`config.mk`:
```
export PLATFORM = sky130hd
export DESIGN_NAME = mem_loader_flat
export DESIGN_NICKNAME = d
export VERILOG_FILES = /design/src/rtl/mem_loader_pkg.sv /design/src/rtl/mem_loader_if.sv /design/src/rtl/mem_loader.sv /design/src/flat_wrapper.sv
export SDC_FILE = /design/constraint.sdc
export NUM_CORES = 1
export LEC_CHECK = 0
export CAP_MARGIN = 10
export CORE_UTILIZATION = 40
export CTS_BUF_LIST = sky130_fd_sc_hd__clkbuf_4 sky130_fd_sc_hd__clkbuf_8
export DETAILED_ROUTE_END_ITERATION = 8
export GPL_TIMING_DRIVEN = 0
export PLACE_DENSITY = 0.68
export SYNTH_ARGS = -nofsm -noshare
export SYNTH_HDL_FRONTEND = slang
export SYNTH_SLANG_ARGS = --single-unit
```
`constraint.sdc`:
```
create_clock -name clk -period 6.12 [get_ports clk]
set_input_delay 1.224 -clock clk [delete_from_list [all_inputs] [get_ports clk]]
set_output_delay 1.224 -clock clk [all_outputs]
set_load 0.005 [all_outputs]
```
`src/rtl/mem_loader_pkg.sv`:
```
// Shared CPU parameters for the boot loader, CPU and RAM, plus a small sizing helper.
package mem_loader_pkg;

    localparam int MEM_ADDR_WIDTH = 9;   // 512-word CPU RAM
    localparam int CPU_DATA_WIDTH = 32;  // RAM word width (32 only)

    // Number of words the RAM can hold. The result is 17 bits wide so that it
    // can be compared against a full 16-bit length header without overflow.
    function automatic logic [16:0] max_words(input int aw);
        return 17'(1) << aw;
    endfunction

endpackage

```
`src/rtl/mem_loader_if.sv`:
```
// Byte-stream input and RAM write bus of the boot loader.
// The master modport is the loader side. The slave modport is the environment
// side, which feeds bytes and consumes writes.
interface mem_loader_if
    import mem_loader_pkg::*;
#(
    parameter int MEM_ADDR_WIDTH = mem_loader_pkg::MEM_ADDR_WIDTH
) ();

    logic [7:0]                rx_data;
    logic                      rx_valid;
    logic                      rx_ready;
    logic                      mem_we;
    logic [MEM_ADDR_WIDTH-1:0] mem_addr;
    logic [31:0]               mem_wdata;
    logic                      cpu_reset;
    logic                      done;
    logic                      error;

    modport master (
        input  rx_data, rx_valid,
        output rx_ready, mem_we, mem_addr, mem_wdata, cpu_reset, done, error
    );

    modport slave (
        output rx_data, rx_valid,
        input  rx_ready, mem_we, mem_addr, mem_wdata, cpu_reset, done, error
    );

endinterface

```
`src/rtl/mem_loader.sv`:
```
// Boot loader. It takes a big-endian word count N, then N big-endian 32-bit
// words, and writes them to CPU RAM from address 0 while holding the CPU in
// reset. Every output comes from a register. rx_ready is itself registered,
// so there is no combinational path from rx_valid to any output.
module mem_loader
    import mem_loader_pkg::*;
#(
    parameter int MEM_ADDR_WIDTH = mem_loader_pkg::MEM_ADDR_WIDTH,
    parameter int CPU_DATA_WIDTH = mem_loader_pkg::CPU_DATA_WIDTH
) (
    input  logic           clk,
    input  logic           reset,
    mem_loader_if.master   bus
);

    typedef enum logic [2:0] {LEN_HI, LEN_LO, DATA, WRITE, DONE, ERROR} state_t;

    localparam logic [16:0] MAX_WORDS = max_words(MEM_ADDR_WIDTH);

    state_t                    state;
    logic [15:0]               len;
    logic [16:0]               wcnt;    // words written so far
    logic [MEM_ADDR_WIDTH-1:0] addr;    // next write address
    logic [1:0]                bcnt;    // bytes of the current word received
    logic [CPU_DATA_WIDTH-1:0] shreg;   // byte assembly shift register

    logic                      rx_ready_q, mem_we_q, cpu_reset_q, done_q, error_q;
    logic [MEM_ADDR_WIDTH-1:0] mem_addr_q;
    logic [CPU_DATA_WIDTH-1:0] mem_wdata_q;

    logic                      xfer;
    logic [15:0]               len_next;
    logic [CPU_DATA_WIDTH-1:0] word_next;
    logic [16:0]               wnext;

    // Handshake and the next values of the length register and assembly register.
    always_comb begin
        xfer      = bus.rx_valid && rx_ready_q;
        len_next  = {len[15:8], bus.rx_data};
        word_next = {shreg[CPU_DATA_WIDTH-9:0], bus.rx_data};
        wnext     = wcnt + 17'd1;
    end

    // Load sequencer. Each output register is set on entry to the state that
    // owns it, so the outputs line up with the state with no extra lag.
    always_ff @(posedge clk) begin
        if (reset) begin
            state       <= LEN_HI;
            len         <= '0;
            wcnt        <= '0;
            addr        <= '0;
            bcnt        <= '0;
            shreg       <= '0;
            rx_ready_q  <= 1'b0;
            mem_we_q    <= 1'b0;
            mem_addr_q  <= '0;
            mem_wdata_q <= '0;
            cpu_reset_q <= 1'b1;
            done_q      <= 1'b0;
            error_q     <= 1'b0;
        end else begin
            mem_we_q <= 1'b0;
            case (state)
                LEN_HI: begin
                    rx_ready_q <= 1'b1;
                    if (xfer) begin
                        len[15:8] <= bus.rx_data;
                        state     <= LEN_LO;
                    end
                end
                LEN_LO: begin
                    rx_ready_q <= 1'b1;
                    if (xfer) begin
                        len <= len_next;
                        if (len_next == 16'd0) begin
                            state       <= DONE;
                            rx_ready_q  <= 1'b0;
                            cpu_reset_q <= 1'b0;
                            done_q      <= 1'b1;
                        end else if ({1'b0, len_next} > MAX_WORDS) begin
                            state      <= ERROR;
                            rx_ready_q <= 1'b0;
                            error_q    <= 1'b1;
                        end else begin
                            state <= DATA;
                            bcnt  <= '0;
                            addr  <= '0;
                            wcnt  <= '0;
                        end
                    end
                end
                DATA: begin
                    if (xfer) begin
                        shreg <= word_next;
                        bcnt  <= bcnt + 2'd1;
                        if (bcnt == 2'd3) begin
                            state       <= WRITE;
                            rx_ready_q  <= 1'b0;
                            mem_we_q    <= 1'b1;
                            mem_addr_q  <= addr;
                            mem_wdata_q <= word_next;
                        end
                    end
                end
                WRITE: begin
                    // addr may wrap after the last word, but a wrapped value is
                    // never written: the loader has already moved to DONE.
                    addr <= addr + 1'b1;
                    wcnt <= wnext;
                    if (wnext == {1'b0, len}) begin
                        state       <= DONE;
                        cpu_reset_q <= 1'b0;
                        done_q      <= 1'b1;
                    end else begin
                        state      <= DATA;
                        rx_ready_q <= 1'b1;
                    end
                end
                DONE, ERROR: ;  // terminal until reset
                default: state <= LEN_HI;
            endcase
        end
    end

    assign bus.rx_ready  = rx_ready_q;
    assign bus.mem_we    = mem_we_q;
    assign bus.mem_addr  = mem_addr_q;
    assign bus.mem_wdata = mem_wdata_q;
    assign bus.cpu_reset = cpu_reset_q;
    assign bus.done      = done_q;
    assign bus.error     = error_q;

endmodule

```
`src/flat_wrapper.sv`:
```
// flat-port wrapper written by rule: the top's interface ports become plain ports
module mem_loader_flat import mem_loader_pkg::*;
#(
    parameter int MEM_ADDR_WIDTH = mem_loader_pkg::MEM_ADDR_WIDTH,
    parameter int CPU_DATA_WIDTH = mem_loader_pkg::CPU_DATA_WIDTH
)
  (clk, reset, bus_rx_data, bus_rx_valid, bus_rx_ready, bus_mem_we, bus_mem_addr, bus_mem_wdata, bus_cpu_reset, bus_done, bus_error);
  mem_loader_if #(.MEM_ADDR_WIDTH(MEM_ADDR_WIDTH)) bus_i ();
  input  logic clk;
  input  logic reset;
  input wire logic [$bits(bus_i.rx_data)-1:0] bus_rx_data;
  input wire logic [$bits(bus_i.rx_valid)-1:0] bus_rx_valid;
  output wire logic [$bits(bus_i.rx_ready)-1:0] bus_rx_ready;
  output wire logic [$bits(bus_i.mem_we)-1:0] bus_mem_we;
  output wire logic [$bits(bus_i.mem_addr)-1:0] bus_mem_addr;
  output wire logic [$bits(bus_i.mem_wdata)-1:0] bus_mem_wdata;
  output wire logic [$bits(bus_i.cpu_reset)-1:0] bus_cpu_reset;
  output wire logic [$bits(bus_i.done)-1:0] bus_done;
  output wire logic [$bits(bus_i.error)-1:0] bus_error;
  assign bus_i.rx_data = bus_rx_data;
  assign bus_i.rx_valid = bus_rx_valid;
  assign bus_rx_ready = bus_i.rx_ready;
  assign bus_mem_we = bus_i.mem_we;
  assign bus_mem_addr = bus_i.mem_addr;
  assign bus_mem_wdata = bus_i.mem_wdata;
  assign bus_cpu_reset = bus_i.cpu_reset;
  assign bus_done = bus_i.done;
  assign bus_error = bus_i.error;
  mem_loader #(.MEM_ADDR_WIDTH(MEM_ADDR_WIDTH), .CPU_DATA_WIDTH(CPU_DATA_WIDTH)) u_core (.clk(clk), .reset(reset), .bus(bus_i));
endmodule
```
# Word-level counts from Yosys, hierarchy flattened
# Cells that the tools add are included.
# op_classes
eq_ne	16
n_lt_le_gt_ge	1
n_reduce_logical	18
n_addsub	3
n_mux	39
bitwise_logic	5
# ops
op	n
2-to-1 mux 17 bit	3
one-hot mux 17 bit (2 select lines)	1
2-to-1 mux 9 bit	3
2-to-1 mux 3 bit	7
one-hot mux 9 bit (2 select lines)	1
adder 17 x 1 -> 17 bit (second input constant)	1
== test 17 x 16 -> 1 bit	1
greater-than comparator 16 x 10 -> 1 bit (second input constant)	1
logical NOT 16 bit	1
one-hot mux 8 bit (2 select lines)	1
AND reduction 4 bit	4
one-hot mux 3 bit (5 select lines)	1
2-to-1 mux 1 bit	13
inequality test 2 x 1 -> 1 bit (second input constant)	6
AND reduction 5 bit	2
adder 9 x 1 -> 9 bit (second input constant)	1
2-to-1 mux 2 bit	4
2-to-1 mux 8 bit	1
== test 3 x 2 -> 1 bit (second input constant)	2
== test 3 bit (second input constant)	2
inequality test 2 bit (second input constant)	3
AND reduction 3 bit	2
NOT 1 bit	5
one-hot mux 1 bit (2 select lines)	2
12 further kinds	14
# word_totals
input_bits	11
regBits	117
word_cells	96
output_inout_bits	46

# Depth between registers and ports, before layout
# Gate-level depths: netlist (run 1).
# depth
depth_word	5
depth_mapped	9
mapped_depth_nobuf	8

# Worst setup path after synthesis (run 1)
# Ideal clock, no wire load.
# synth_timing
path_kind	input port to flip-flop
start	in bus_rx_data[5]
end	reg u_core.wcnt[12]
path_buffers	1
required_time_ns	5.992
slack_ns	3.129
setup_ns	0.128
stages	8
arrival_time_ns	2.864
path_cell_list	nor4_4 -> a31oi_1 -> or4b_4 -> a21boi_4 -> buf_2 -> nand2_1 -> a21oi_1 -> nor2_1
# synth_between
elab_chain_len	3
elab_cells_between_ends	5
classes_between	order compare: 1; eq/ne: 2; reduce/logical: 2
# synth_rtl
element	line_no	text
start: declaration	flat_wrapper.sv:11	input wire logic [$bits(bus_i.rx_data)-1:0] bus_rx_data;
greater-than comparator 16 x 10 -> 1 bit or logical NOT 16 bit (tied branches)	mem_loader.sv:80, mem_loader.sv:75	
inequality test 2 bit (no source line)	n/a	
AND reduction 4 bit (no source line) (*)	n/a	
end signal: assignment	mem_loader.sv:109	wcnt <= wnext;
end: declaration	mem_loader.sv:22	logic [16:0] wcnt;
# Every way passes the cells marked *; elsewhere a longest branch is shown, timed or not.
# A chain may end at the register's enable or synchronous reset.

# Final worst setup path (run 1)
# layout_timing
start	in bus_rx_data[0]
end	reg u_core.wcnt[12]
# Same word-level chain as after synthesis.

==> results.md, run 1 <==
- Netlist cell types: 56
- Setup TNS: 0 ns
- Pre-antenna DRT Iters: 5
- Critical path type: in -> reg
- Vias in the first global route: 4,625
- Arrival @ worst endpoint: 3.89 ns
- Congestion Overflow GR: 0
- Psw: 392 uW
- Final Max Slew Viols: 0
- Synth-to-layout area growth: 22.4%
- Outcome: complete, no violations
- Bufs on Longest Clock Path: 2
- Static leakage: 0.00211 uW
- Seq cells post-synth: 117
- Int Power: 1200 uW
- Sw frac: 24.6%
- Port bufs: 55
- Cell family with most CP delay: simple AND/OR/NAND/NOR gates
- Clk network pwr share: 45.4%
- Final wirelength: 14,000 um
- Initial antenna violation count: 0
- Root buffer cell: clkbuf_8
- Most common cell in the netlist: nand2_1
- Top cells by area, synth: dfxtp_1 45%, nand2_1 12%, a21oi_1 8.4%, nor2_1 3.6%, xnor2_1 2.8%
- H-tree depth: 4
- Final hold viol count: 0
- Hold Path Class: reg -> reg
- Layout cell share with drive strength beyond 1: 7.40%
- Critical-path cell list: clkdlybuf4s50_1, nor3_1, a31oi_1, or4b_4, a21boi_4, buf_2, nand2_1, a21oi_1, nor2_1
- Clock Skew: 0.0106 ns
- Yosys warns: 0
- F_max: 0.279 GHz
- CP endpoint kind: register
- Total CTS buffers: 17
- Global-route wire length before repair: 23,000 um
- Final Critical Period: 3.58 ns
- Die area: 13,600 sq um
- Cell Area, Synth: 5240 sq um
- Worst rel slew slack: 22.1%
- Seq pwr share: 48.6%
- Synth Flop Type: dfxtp_1
- Setup ws final: 2.54 ns
- Area share of the largest cell type after synthesis: 44.7%
- CTS tree: built
- Post-CTS Resized: 0
- Crit Path Max Fanout: 10
- Syn Area/Cell: 7.97 sq um
- Detailed-route DRC error count: 0
- Sequential-to-total area share from yosys stat: 44.7%
- Detailed Place HPWL: 10,200 um
- Drt via density: 5.34
- Die Span X: 116 um
- Hold buffers post-CTS: 0
- Total power: 1600 uW
- Worst Max-Slew Pin Slew: 1.16 ns
- Leading area contributor after synthesis: dfxtp_1
- Mapped Cells: 657
- Setup violators final: 0
- Worst-path clk slew: 0.07 ns
- Syn_nets: 671
- Post-synth EDFFs: 0
- Die H: 116 um
- Clk_lat worst skew: 0.44 ns
- Peak supply drop: 0.175 mV
- Power per cell area: 249 nW/um^2
- Crit path launch type: input pin
- Count of nets after finishing: 745
- # diodes: 0
- FP Rows: 41
- Iteration-0 DRC Markers: 287
- GPL Wtd Cong: 0.882
- GRT Util Overall: 22.1%
- CP bufs+invs: 2
- Number of setup buffers added after CTS: 0
- RSZ-0062 raised after global routing: false
- Wire per inst: 15.3 um
- Largest net degree at the start of global routing: 17
- Remaining antenna violation count: 0
- Core box area: 12,700 sq um
- Gate power share: 6.0%
- I/O pin count: 57
- Initial core utilization: 41.3%
- CP peak stage delay: 0.60 ns
- Clk sink count: 117
- Dpl ws: 2.14 ns
- Vias: 4,882
- Worst EP required: 6.43 ns
- Synth cell count leaders: 173 x nand2_1, 117 x dfxtp_1, 88 x a21oi_1
- Period utilisation layout: 58.5%
- Max Cap Viol: 0
- Critical path's slowest cell: clkdlybuf4s50_1
- Synth async-reset ratio: 0%
[cell type report]
type	instances	area, sq um
Buffer	46	205
Clock buffer	21	283
Inverter	9	33.8
Timing Repair Buffer	55	551
Tap cell	172	215
Clock inverter	10	123
Fill cell	1210	6260
Multi-Input combinational cell	485	2660
Sequential cell	117	2340
[worst paths after layout]
check	start	end	slack, ns	depth (start not counted)
hold reg to reg	u_core.shreg[18]	u_core.bus.mem_wdata[26]	0.45	2
setup reg to reg	u_core.wcnt[0]	u_core.state[2]	3.04	9
hold / removal	u_core.shreg[18]	u_core.bus.mem_wdata[26]	0.45	2
setup / recovery	bus_rx_data[0]	u_core.wcnt[12]	2.54	9
[power by group through the flow]
stage                     sequential [uW]  clock, uW  combinational [uW]
after floorplan                       791          0                62.3
after global placement                793          0                94.3
after detailed placement              793          0                95.0
after CTS                             776        731                95.4
after global routing                  776        769                 105
final                                 776        724                95.8
[registers in the layout, indices dropped and copies added (netlist names), 2 cells and up]
signal,flops
u_core.addr,9
u_core.len,16
u_core.state,3
u_core.shreg,24
u_core.bus.mem_addr,9
u_core.bus.mem_wdata,32
u_core.bcnt,2
u_core.wcnt,17
[tightest hold or removal path: cells and delay by family, from the launching register on]
family / cells / cell delay, ns
DFF: 1 / 0.31
and+or+nand+nor: 1 / 0.05
AOI/OAI and AO/OA: 1 / 0.05
[cells in the final DEF (no fill, tap or decap), types with 3 or more instances in the layout]
master and n:
mux2i_1 9, and3_1 7, nor4_1 5, nand3_1 13, inv_1 9, nand2b_1 4, nand2_1 173, xor2_1 15
a21oi_1 88, nor2b_1 4, nand4_1 14, clkinvlp_4 3, nor2_1 50, o21ai_0 7, a31oi_1 7, a211oi_1 6
dfxtp_1 117, ha_1 3, clkbuf_1 34, buf_2 8, clkbuf_8 20, a311oi_1 7, or3_1 3, clkdlybuf4s50_1 55
nor3_1 6, o21a_1 5, xnor2_1 17, and2_1 5
[metrics by stage]
step	hold WS, ns	std cells	area [sq um]	utilization [%]
2_1_floorplan	0.432	657	5240	-
3_3_place_gp	0.441	884	6000	47.4
3_5_place_dp	0.446	884	6000	47.4
4_1_cts	0.456	915	6410	50.6
5_1_grt	0.471	915	6410	50.6
6_report	0.453	915	6410	50.6
[routing by layer]
metal	up-vias	part of all wire (%)	track usage [%]
li1	2400	-	-
met1	2320	46	29.1
met2	145	47	34.8
met3	17	5.7	6.07
met4	0	1.5	7.26
met5	-	0	0
[cells by family after synthesis]
family,after synthesis,share of synthesized area (%)
simple gates,300,26.3
compound gates,140,16.4
fa+ha+maj,3,0.717
xor+xnor,32,5.35
buf+inv,55,4.56
flops,117,44.7
mux,10,1.94
Note: power is estimated with default switching activity, not from simulation.
==> run 2: changes to the inputs <==
Clock period 6.12 ns to 3.7 ns, I/O delays scaled along.
==> results of run 2 <==
The final DEF is identical to that of run 1. Status: complete, no violations.
Main changes from that run: setup slack after placement 2.14 ns -> 0.208 ns; setup slack after layout 2.54 ns -> 0.605 ns; register-to-register setup slack 3.04 ns -> 0.62 ns; total power 1600 uW -> 2640 uW; worst IR drop on VDD 0.175 mV -> 0.290 mV
